### src/rtl/apb_master_slave.sv
// rtl/apb_master_slave.sv - APB master driving a 4-register APB slave over an observable internal bus
// Optional feature macro: APB_PSLVERR_EN (adds PSLVERR output for unmapped accesses)

module apb_master_slave #(
   parameter int unsigned WAIT_STATES = 0
) (
   input  logic        PCLK,
   input  logic        PRESET,
   input  logic        PWRITE_MASTER,
   input  logic [31:0] PADDR_MASTER,
   input  logic [31:0] PWDATA_MASTER,
   output logic [31:0] PRDATA_MASTER,
   output logic        PSEL,
   output logic        PENABLE,
   output logic        PWRITE,
   output logic        PREADY,
   output logic [31:0] PADDR,
   output logic [31:0] PWDATA,
   output logic [31:0] PRDATA
`ifdef APB_PSLVERR_EN
   ,
   output logic        PSLVERR
`endif
);

   localparam logic [1:0] ST_IDLE   = 2'd0;
   localparam logic [1:0] ST_SETUP  = 2'd1;
   localparam logic [1:0] ST_ACCESS = 2'd2;

   localparam logic [3:0] WAIT_LIMIT = 4'(WAIT_STATES);

   logic [1:0]  state;
   logic [3:0]  wait_cnt;
   logic [31:0] regs [0:3];
   logic        in_access;
   logic        enter_setup;
   logic        addr_mapped;
   logic [1:0]  reg_idx;

   // Bus phase decode: SETUP and ACCESS both select the slave, only ACCESS enables it.
   assign in_access   = (state == ST_ACCESS);
   assign PSEL        = (state == ST_SETUP) || (state == ST_ACCESS);
   assign PENABLE     = in_access;
   assign PREADY      = in_access && (wait_cnt == WAIT_LIMIT);

   // A new request is latched whenever the next state is SETUP.
   assign enter_setup = (state == ST_IDLE) || (in_access && PREADY);

   // Only the four word-aligned addresses 0x0..0xC reach a register.
   assign addr_mapped = (PADDR[31:4] == 28'd0) && (PADDR[1:0] == 2'b00);
   assign reg_idx     = PADDR[3:2];

   // Master FSM: IDLE only after reset, then SETUP/ACCESS back-to-back.
   always_ff @(posedge PCLK) begin
      if (!PRESET) begin
         state <= ST_IDLE;
      end else begin
         unique case (state)
            ST_IDLE:   state <= ST_SETUP;
            ST_SETUP:  state <= ST_ACCESS;
            ST_ACCESS: if (PREADY) state <= ST_SETUP;
            default:   state <= ST_IDLE;
         endcase
      end
   end

   // Master request registers; held stable from SETUP through the end of ACCESS.
   always_ff @(posedge PCLK) begin
      if (!PRESET) begin
         PADDR  <= 32'd0;
         PWDATA <= 32'd0;
         PWRITE <= 1'b0;
      end else if (enter_setup) begin
         PADDR  <= PADDR_MASTER;
         PWDATA <= PWDATA_MASTER;
         PWRITE <= PWRITE_MASTER;
      end
   end

   // Slave wait-state counter: counts stalled ACCESS cycles, cleared outside them.
   always_ff @(posedge PCLK) begin
      if (!PRESET) begin
         wait_cnt <= 4'd0;
      end else if (in_access && !PREADY) begin
         wait_cnt <= wait_cnt + 4'd1;
      end else begin
         wait_cnt <= 4'd0;
      end
   end

   // Slave register file: written only on the completing ACCESS edge of a mapped write.
   always_ff @(posedge PCLK) begin
      if (!PRESET) begin
         for (int i = 0; i < 4; i++) begin
            regs[i] <= 32'd0;
         end
      end else if (PSEL && PENABLE && PWRITE && PREADY && addr_mapped) begin
         regs[reg_idx] <= PWDATA;
      end
   end

   // Slave read mux: combinational during selected reads, zero otherwise.
   always_comb begin
      PRDATA = 32'd0;
      if (PSEL && !PWRITE && addr_mapped) begin
         PRDATA = regs[reg_idx];
      end
   end

   // Master read capture on the edge completing a read.
   always_ff @(posedge PCLK) begin
      if (!PRESET) begin
         PRDATA_MASTER <= 32'd0;
      end else if (in_access && PREADY && !PWRITE) begin
         PRDATA_MASTER <= PRDATA;
      end
   end

`ifdef APB_PSLVERR_EN
   // Error flag only on the completing cycle of an unmapped access.
   assign PSLVERR = PREADY && !addr_mapped;
`endif

endmodule

### config.mk
export PLATFORM = sky130hd
export DESIGN_NAME = apb_master_slave
export DESIGN_NICKNAME = d
export VERILOG_FILES = /design/src/rtl/apb_master_slave.sv
export SDC_FILE = /design/constraint.sdc
export NUM_CORES = 1
export LEC_CHECK = 0
export ABC_AREA = 1
export BUFFER_PORTS_ARGS = -buffer_cell sky130_fd_sc_hd__buf_2
export CELL_PAD_IN_SITES_DETAIL_PLACEMENT = 1
export CELL_PAD_IN_SITES_GLOBAL_PLACEMENT = 1
export CORE_ASPECT_RATIO = 1.2
export CORE_MARGIN = 3
export CORE_UTILIZATION = 38
export DETAILED_ROUTE_END_ITERATION = 12
export PLACE_DENSITY_LB_ADDON = 0.3
export SLEW_MARGIN = 20
export SYNTH_ARGS = -nofsm -noshare
export SYNTH_HDL_FRONTEND = slang
export SYNTH_SLANG_ARGS = --single-unit
### constraint.sdc
create_clock -name PCLK -period 4.2 [get_ports PCLK]
set_clock_uncertainty 0.1 [all_clocks]
set_input_delay 0.42 -clock PCLK [delete_from_list [all_inputs] [get_ports PCLK]]
set_output_delay 0.42 -clock PCLK [all_outputs]
set_load 0.01 [all_outputs]
* Word-level counts from Yosys, hierarchy flattened
Memories as Yosys holds them, arrays and structs flattened. A register that Yosys moved wholly into a read port is not among the register bits. Index checks and enable logic that the tools add are counted.
Cells by class: $add $sub $neg 1, reduce and logical (&&, ||, !) cells 21, bitwise logic cells 0, div/mod/pow operators 0, shift operators 0, muxes and demuxes 12, magnitude comparators 0, equality and inequality tests 3, multipliers 0
Operators by type and width (number):
- 32-bit 2-to-1 mux | 2
- 32-bit OR reduction | 1
- 28-bit zero test | 1
- 1-bit logical AND | 11
- 2-bit 2-to-1 mux | 4
- 2-bit one-hot mux with 3 select lines | 1
- 1-bit 2-to-1 mux | 5
- 4-bit by 1-bit adder with 4-bit output (second input constant) | 1
- 2-bit zero test | 2
- 4-bit zero test | 1
- 2-bit by 1-bit == test with 1-bit output (second input constant) | 1
- 2-bit == test (second input constant) | 1
- 1-bit zero test | 2
- 1-bit logical OR | 2
- 2-bit by 1-bit != test with 1-bit output (second input constant) | 1
- 2-bit AND reduction | 1
Storage, ports and cells: bits in latches 0, memories 1, logic and storage cells 44, register bits after elaboration 103, input bits 67, bits in read-only memories 0, memory bits (writable) 128
Memories:
- regs | depth 4, bits a word 32, read ports 1, clocked after Yosys merged registers in 1, write ports 4, RTL line 34 | logic [31:0] regs [0:3];

* Depth between registers and ports, before layout
Gate-level depths: netlist of the first run.
depth after elaboration 11, gate-level depth with buffers 9, mapped depth without buffers 7

* Worst setup path after synthesis of the first run
No wires, ideal clock.
kind register to register, start register state[0], end memory regs[0][0] (enable), clock period less this slack 4.261 ns, arrival 3.695 ns, required time 3.634 ns, slack -0.061 ns, path buffers 1, cell stages (with the launch flop) 8, cells stage by stage dfxtp_1 inv_1 ha_1 nand4_1 nor2_1 nand4_2 buf_2 o21ai_0
RTL lines:
- start: declaration | RTL line 32 | logic [1:0] state;
- start signal: assignment | RTL line 56 | state <= ST_IDLE;
- start signal: assignment | RTL line 59 | ST_IDLE: state <= ST_SETUP;
- start signal: assignment | RTL line 60 | ST_SETUP: state <= ST_ACCESS;
- end: declaration | RTL line 34

==> out/qor.yml, run 1 <==
track_usage_pct: 20.4
final_common_cell: "buf_2"
reg2reg_depth: 7
holdBufCountCts: 0
slew_viol_final: 0
fin_crit_ns: 3.11
die_height_um: 181
cp.required_ns: 3.68
final_core_util_pct: 47.7
worst_slew_pin_slew_ns: 1.09
die_area_um2: 27500
route.detailed.drc: 0
synth_cell_type_count: 25
row_count: 63
cts_setup_buffers: 0
dp_cells: 1470
cts_max_level: 1
setup-tns-final_ns: 0
fin_cells: 1516
synth_area_per_cell_um2: 9.68
grt.overflow.total: 0
cts_resized: 0
area_delta_synth_final_pct: 22.2
setup_viol: 0
path_clk_slew_ns: 0.06
timing_worst_setup_path_type: "flip-flop to output pin"
rsz0062_at_grt: "no"
vias_per_cell: 5.19
drt_wl_total_um: 28700
netlist_instances: 1004
grt_pass1_wl_um: 45700
yosysSeqAreaShare_pct: 61.2
gp_congestion: 0.770
synth_top_area_share_pct: 39.5
synth_nets: 1078
grt_start_max_net_pins: 65
initial_utilization_pct: 39.0
drt_pass1_iterations: 5
drive_gt1_share_pct: 26.5
finalHoldViolations: 0
cts_sinks: 233
top_level_ports: 199
routedWlPerCell_um: 19.0
path_max_fanout: 64
coreArea_um2: 24900
final_cell_mix: "buf_2, nor2_1, o21ai_0, edfxtp_1, dfxtp_1"
min_path_cells: 3
dp_slack_ns: 1.32
worst_slack_ns: 1.09
ir_drop_mv: 0.313
netlist_area_um2: 9720
hold_class: "primary input to flip-flop"
fin_nets: 1247
power.density_nw_per_um2: 489
postRouteAntennaNets: 0
diodes: 0
place_hpwl_um: 18500
leakagePower_nw: 5.01
grt_pass1_vias: 8265
clockBufferDepth: 3
synth_largest_area_cell: "edfxtp_1"
port_buffers: 198
yosys_warnings: 0
antenna_found_initial: 0
cap_violations: 0
fin_crit_sh_pct: 74.1
fmax_mhz: 321
endpoint_kind: "output pin"
cts-buffers-inserted: 25
worstPathArrival_ns: 2.59
synthTopCellsByArea: "edfxtp_1, dfxtp_1, o21ai_0, nor2_1, nor3_2"
slew_headroom_pct: 27.3
drt-initial-drc-count: 409
clock_latency_ns: 0.52
root_buffer: "clkbuf_16"
vias: 7874
cp-start-kind: "flip-flop"
synth-seq-cells: 233
dieWidth_um: 152
outcome: "complete, no violations"
cts_tree: "yes"
[per-layer routing]
metal / vias up / wire length (um) / GRT usage (%)
met1: 3802 / 11500 / 24.7
met5: - / 0 / 0
met4: 0 / 745 / 6.01
met2: 230 / 14400 / 36.1
li1: 3798 / - / -
met3: 44 / 2100 / 4.86
[flip-flops by register name, indices dropped and copies added (netlist names), named ones only]
name,flops
wait_cnt,4
PADDR,32
regs,128
PWDATA,32
PWRITE,1
PRDATA_MASTER,32
state,2
[power breakdown]
part | internal, mW | total [mW] | switching, mW
registers | 2.56 | 2.64 | 0.0817
logic | 0.263 | 0.919 | 0.656
clock network | 1.36 | 2.25 | 0.895
total | 4.18 | 5.81 | 1.63
[cells by family (layout without fill, tap and decap cells)]
kind of cell    after synthesis  in the layout  share of synthesized area (%)
fa+ha+maj                     7              7                          0.901
flops                       233            233                           61.2
buf+inv                     159            346                           6.59
compound gates              266            266                           14.1
xor+xnor                      2              2                          0.180
simple gates                337            337                           17.0
[Yosys cell counts]
cell / number
buf_1: 4
xnor2_1: 1
o22ai_1: 32
a21oi_1: 67
xor2_1: 1
buf_2: 11
ha_1: 7
nor2_1: 185
nand3_1: 35
clkbuf_1: 60
nand2_1: 16
inv_1: 77
nand4_1: 1
nor3_1: 56
inv_2: 1
nand3_2: 1
dfxtp_1: 105
nor3_2: 40
clkinv_1: 2
buf_6: 4
nor2_4: 1
or2_1: 1
edfxtp_1: 128
nand4_2: 1
o21ai_0: 167
[final timing paths]
check        slack, ns              from          end
min               0.02  PADDR_MASTER[13]    PADDR[13]
max reg2reg       1.38          PADDR[4]   regs[3][5]
min reg2reg       0.36       wait_cnt[0]  wait_cnt[0]
max               1.09         flip-flop   PRDATA[19]
[layout make-up]
cell class,count,area [um^2]
clock buffers,34,704
clock inverters,11,135
fillers,2868,13000
inverters,80,302
multi-input cells,612,3200
flip-flops and latches,233,5950
well taps,325,407
repair buffers,221,1180
[worst max-delay path, cell delays in order, from the launching register on]
cell and delay, ns:
dfxtp_2 0.34, clkinv_2 0.63, o21ai_0 0.55, o22ai_1 0.14, nand3_1 0.18, inv_1 0.06
buf_2 0.14
[stage by stage]
| step | total power [mW] | hold slack, ns | instance area, um^2 |
|---|---|---|---|
| final | 5.81 | 0.0204 | 11900 |
| after global routing | 6.08 | 0.0140 | 11900 |
| after CTS | 5.86 | 0.00299 | 11900 |
| after detailed placement | 3.61 | 0.358 | 11000 |
| after global placement | 3.58 | 0.346 | 11000 |
| after floorplan | 3.22 | 0.330 | 9720 |
Power figures use the tool's default switching activity.
==> run 2, diff against run 1 <==
clock period = 2.85 ns   (was 4.2 ns; I/O delays follow)
==> run 2 against run 1 <==
Sequential power rose by 48%. Critical path depth did not move. Register-to-register slack got worse by 1.0 ns. Clock-buffer cell count fell by 6. Die area did not move. Via count rose by 4.3%. Wire length rose by 5.1%. Final cell count rose by 4.3%. Global-route usage rose by 0.80 points. Cell area rose by 5.9%. Sequential cell count did not move. Non-clock buffer count rose by 65. Critical path type unchanged.
==> out/qor.yml, run 2 (synthesized netlist as in run 1, its figures left out) <==
postRouteAntennaNets: 0
fin_crit_sh_pct: 93.5
place_hpwl_um: 18600
slew_headroom_pct: 37.6
route.detailed.drc: 0
vias_per_cell: 5.19
reg2reg_depth: 7
row_count: 63
drt-initial-drc-count: 432
crit_path_cell_trace: "buf_4 -> o21ai_0 -> o22ai_1 -> nand3_1 -> inv_1 -> buf_2"
setup-tns-final_ns: 0
outcome: "complete, no violations"
crit_slowest_cell: "buf_4"
finalHoldViolations: 0
path_max_fanout: 64
fin_nets: 1312
power.density_nw_per_um2: 682
fin_area_um2: 12600
initial_utilization_pct: 39.0
cp.required_ns: 2.47
hold_class: "primary input to flip-flop"
antenna_found_initial: 0
dp_cells: 1473
min_path_cells: 3
ir_drop_mv: 0.410
clock_latency_ns: 0.51
rsz0062_at_grt: "no"
drive_gt1_share_pct: 25.6
cts_max_level: 1
vias: 8210
endpoint_kind: "output pin"
gp_congestion: 0.751
reg2reg_slack_ns: 0.37
clockBufferDepth: 3
track_usage_pct: 21.2
place_area_um2: 11100
setup_viol: 0
largest_register_ffs: 128
grt.overflow.total: 0
slew_viol_final: 0
path_delay_family: "buffers and inverters"
top_level_ports: 199
drt_wl_total_um: 30200
reg2reg_from: "state[0]"
die_height_um: 181
cts_tree: "yes"
timing_worst_setup_path_type: "flip-flop to output pin"
root_buffer: "clkbuf_16"
leakagePower_nw: 5.32
grt_start_max_net_pins: 65
holdWs_ns: 0.0195
final_common_cell: "buf_2"
grt_pass1_wl_um: 48100
diodes: 0
fin_cells: 1581
coreArea_um2: 24900
worst_slew_pin_slew_ns: 0.937
routedWlPerCell_um: 19.1
fmax_mhz: 375
hold_start: "PWDATA_MASTER[19]"
cts-buffers-inserted: 25
worst_slack_ns: 0.185
r2r_end: "regs[3][24]"
drt_pass1_iterations: 4
cts_sinks: 233
die_area_um2: 27500
dieWidth_um: 152
area_delta_synth_final_pct: 29.4
final_cell_mix: "buf_2, nor2_1, o21ai_0, edfxtp_1, dfxtp_1"
dp_slack_ns: 0.348
timing.critical_path.buf_inv: 3
port_buffers: 198
worstPathArrival_ns: 2.28
cpPeakStageDelay_ns: 0.55
regMostFlops: "regs"
cp-start-kind: "flip-flop"
fin_crit_ns: 2.67
grt_pass1_vias: 8909
path_clk_slew_ns: 0.06
fillCellCount: 2834
whs_endpoint: "PWDATA[19]"
cap_violations: 0
## run 2: layout make-up
cell class	count	area [um^2]	share of cell area, %
Sequential cell	233	5950	47.3
Multi-Input combinational cell	612	3200	25.5
Timing Repair Buffer	286	1910	15.2
Clock buffer	28	667	5.30
Tap cell	325	407	3.23
Inverter	80	302	2.40
Clock inverter	17	140	1.11
## run 2: layer usage
layer	track usage [%]	part of all wire, %	vias to the layer above
met2	39.2	51	214
met4	4.10	1.4	0
met5	0	0	-
met3	4.94	7.0	34
li1	-	-	3934
met1	25.2	40	4028
## run 2: through the flow
stage	utilization (%)	power [mW]
after floorplan	-	4.74
after global placement	44.7	5.33
after detailed placement	44.7	5.36
after CTS	50.5	8.63
after global routing	50.5	8.96
final	50.5	8.58
## run 2: how the worst max path moves through the flow
stage,from,to,slack (ns),cells after the start
global route,flip-flop,PRDATA[2],0.002,6
floorplan,state[0],regs[0][0],-0.54,7
global placement,state[0],regs[3][24],0.47,7
detailed placement,state[0],regs[3][21],0.35,7
finish,flip-flop,PRDATA[1],0.18,6
CTS,state[0],PRDATA[26],0.02,8
## run 2: what timing repair did
item	CTS	global route
setup endpoints to repair	0	18
buffers inserted	0	1
hold buffers	62	0
endpoints found under the hold margin	63	0
resized for setup	0	0
## run 2: tightest hold or removal path, cell delays in order
cell,delay (ns)
buf_2,0.07
o21ai_0,0.07
a21oi_1,0.15
## run 2: where the power goes
group / leakage (nW) / switching [mW] / total [mW] / internal (mW)
registers: 2.19 / 0.135 / 3.90 / 3.77
clock network: 0.408 / 1.34 / 3.21 / 1.86
logic: 2.72 / 0.992 / 1.47 / 0.481
total: 5.32 / 2.47 / 8.58 / 6.11
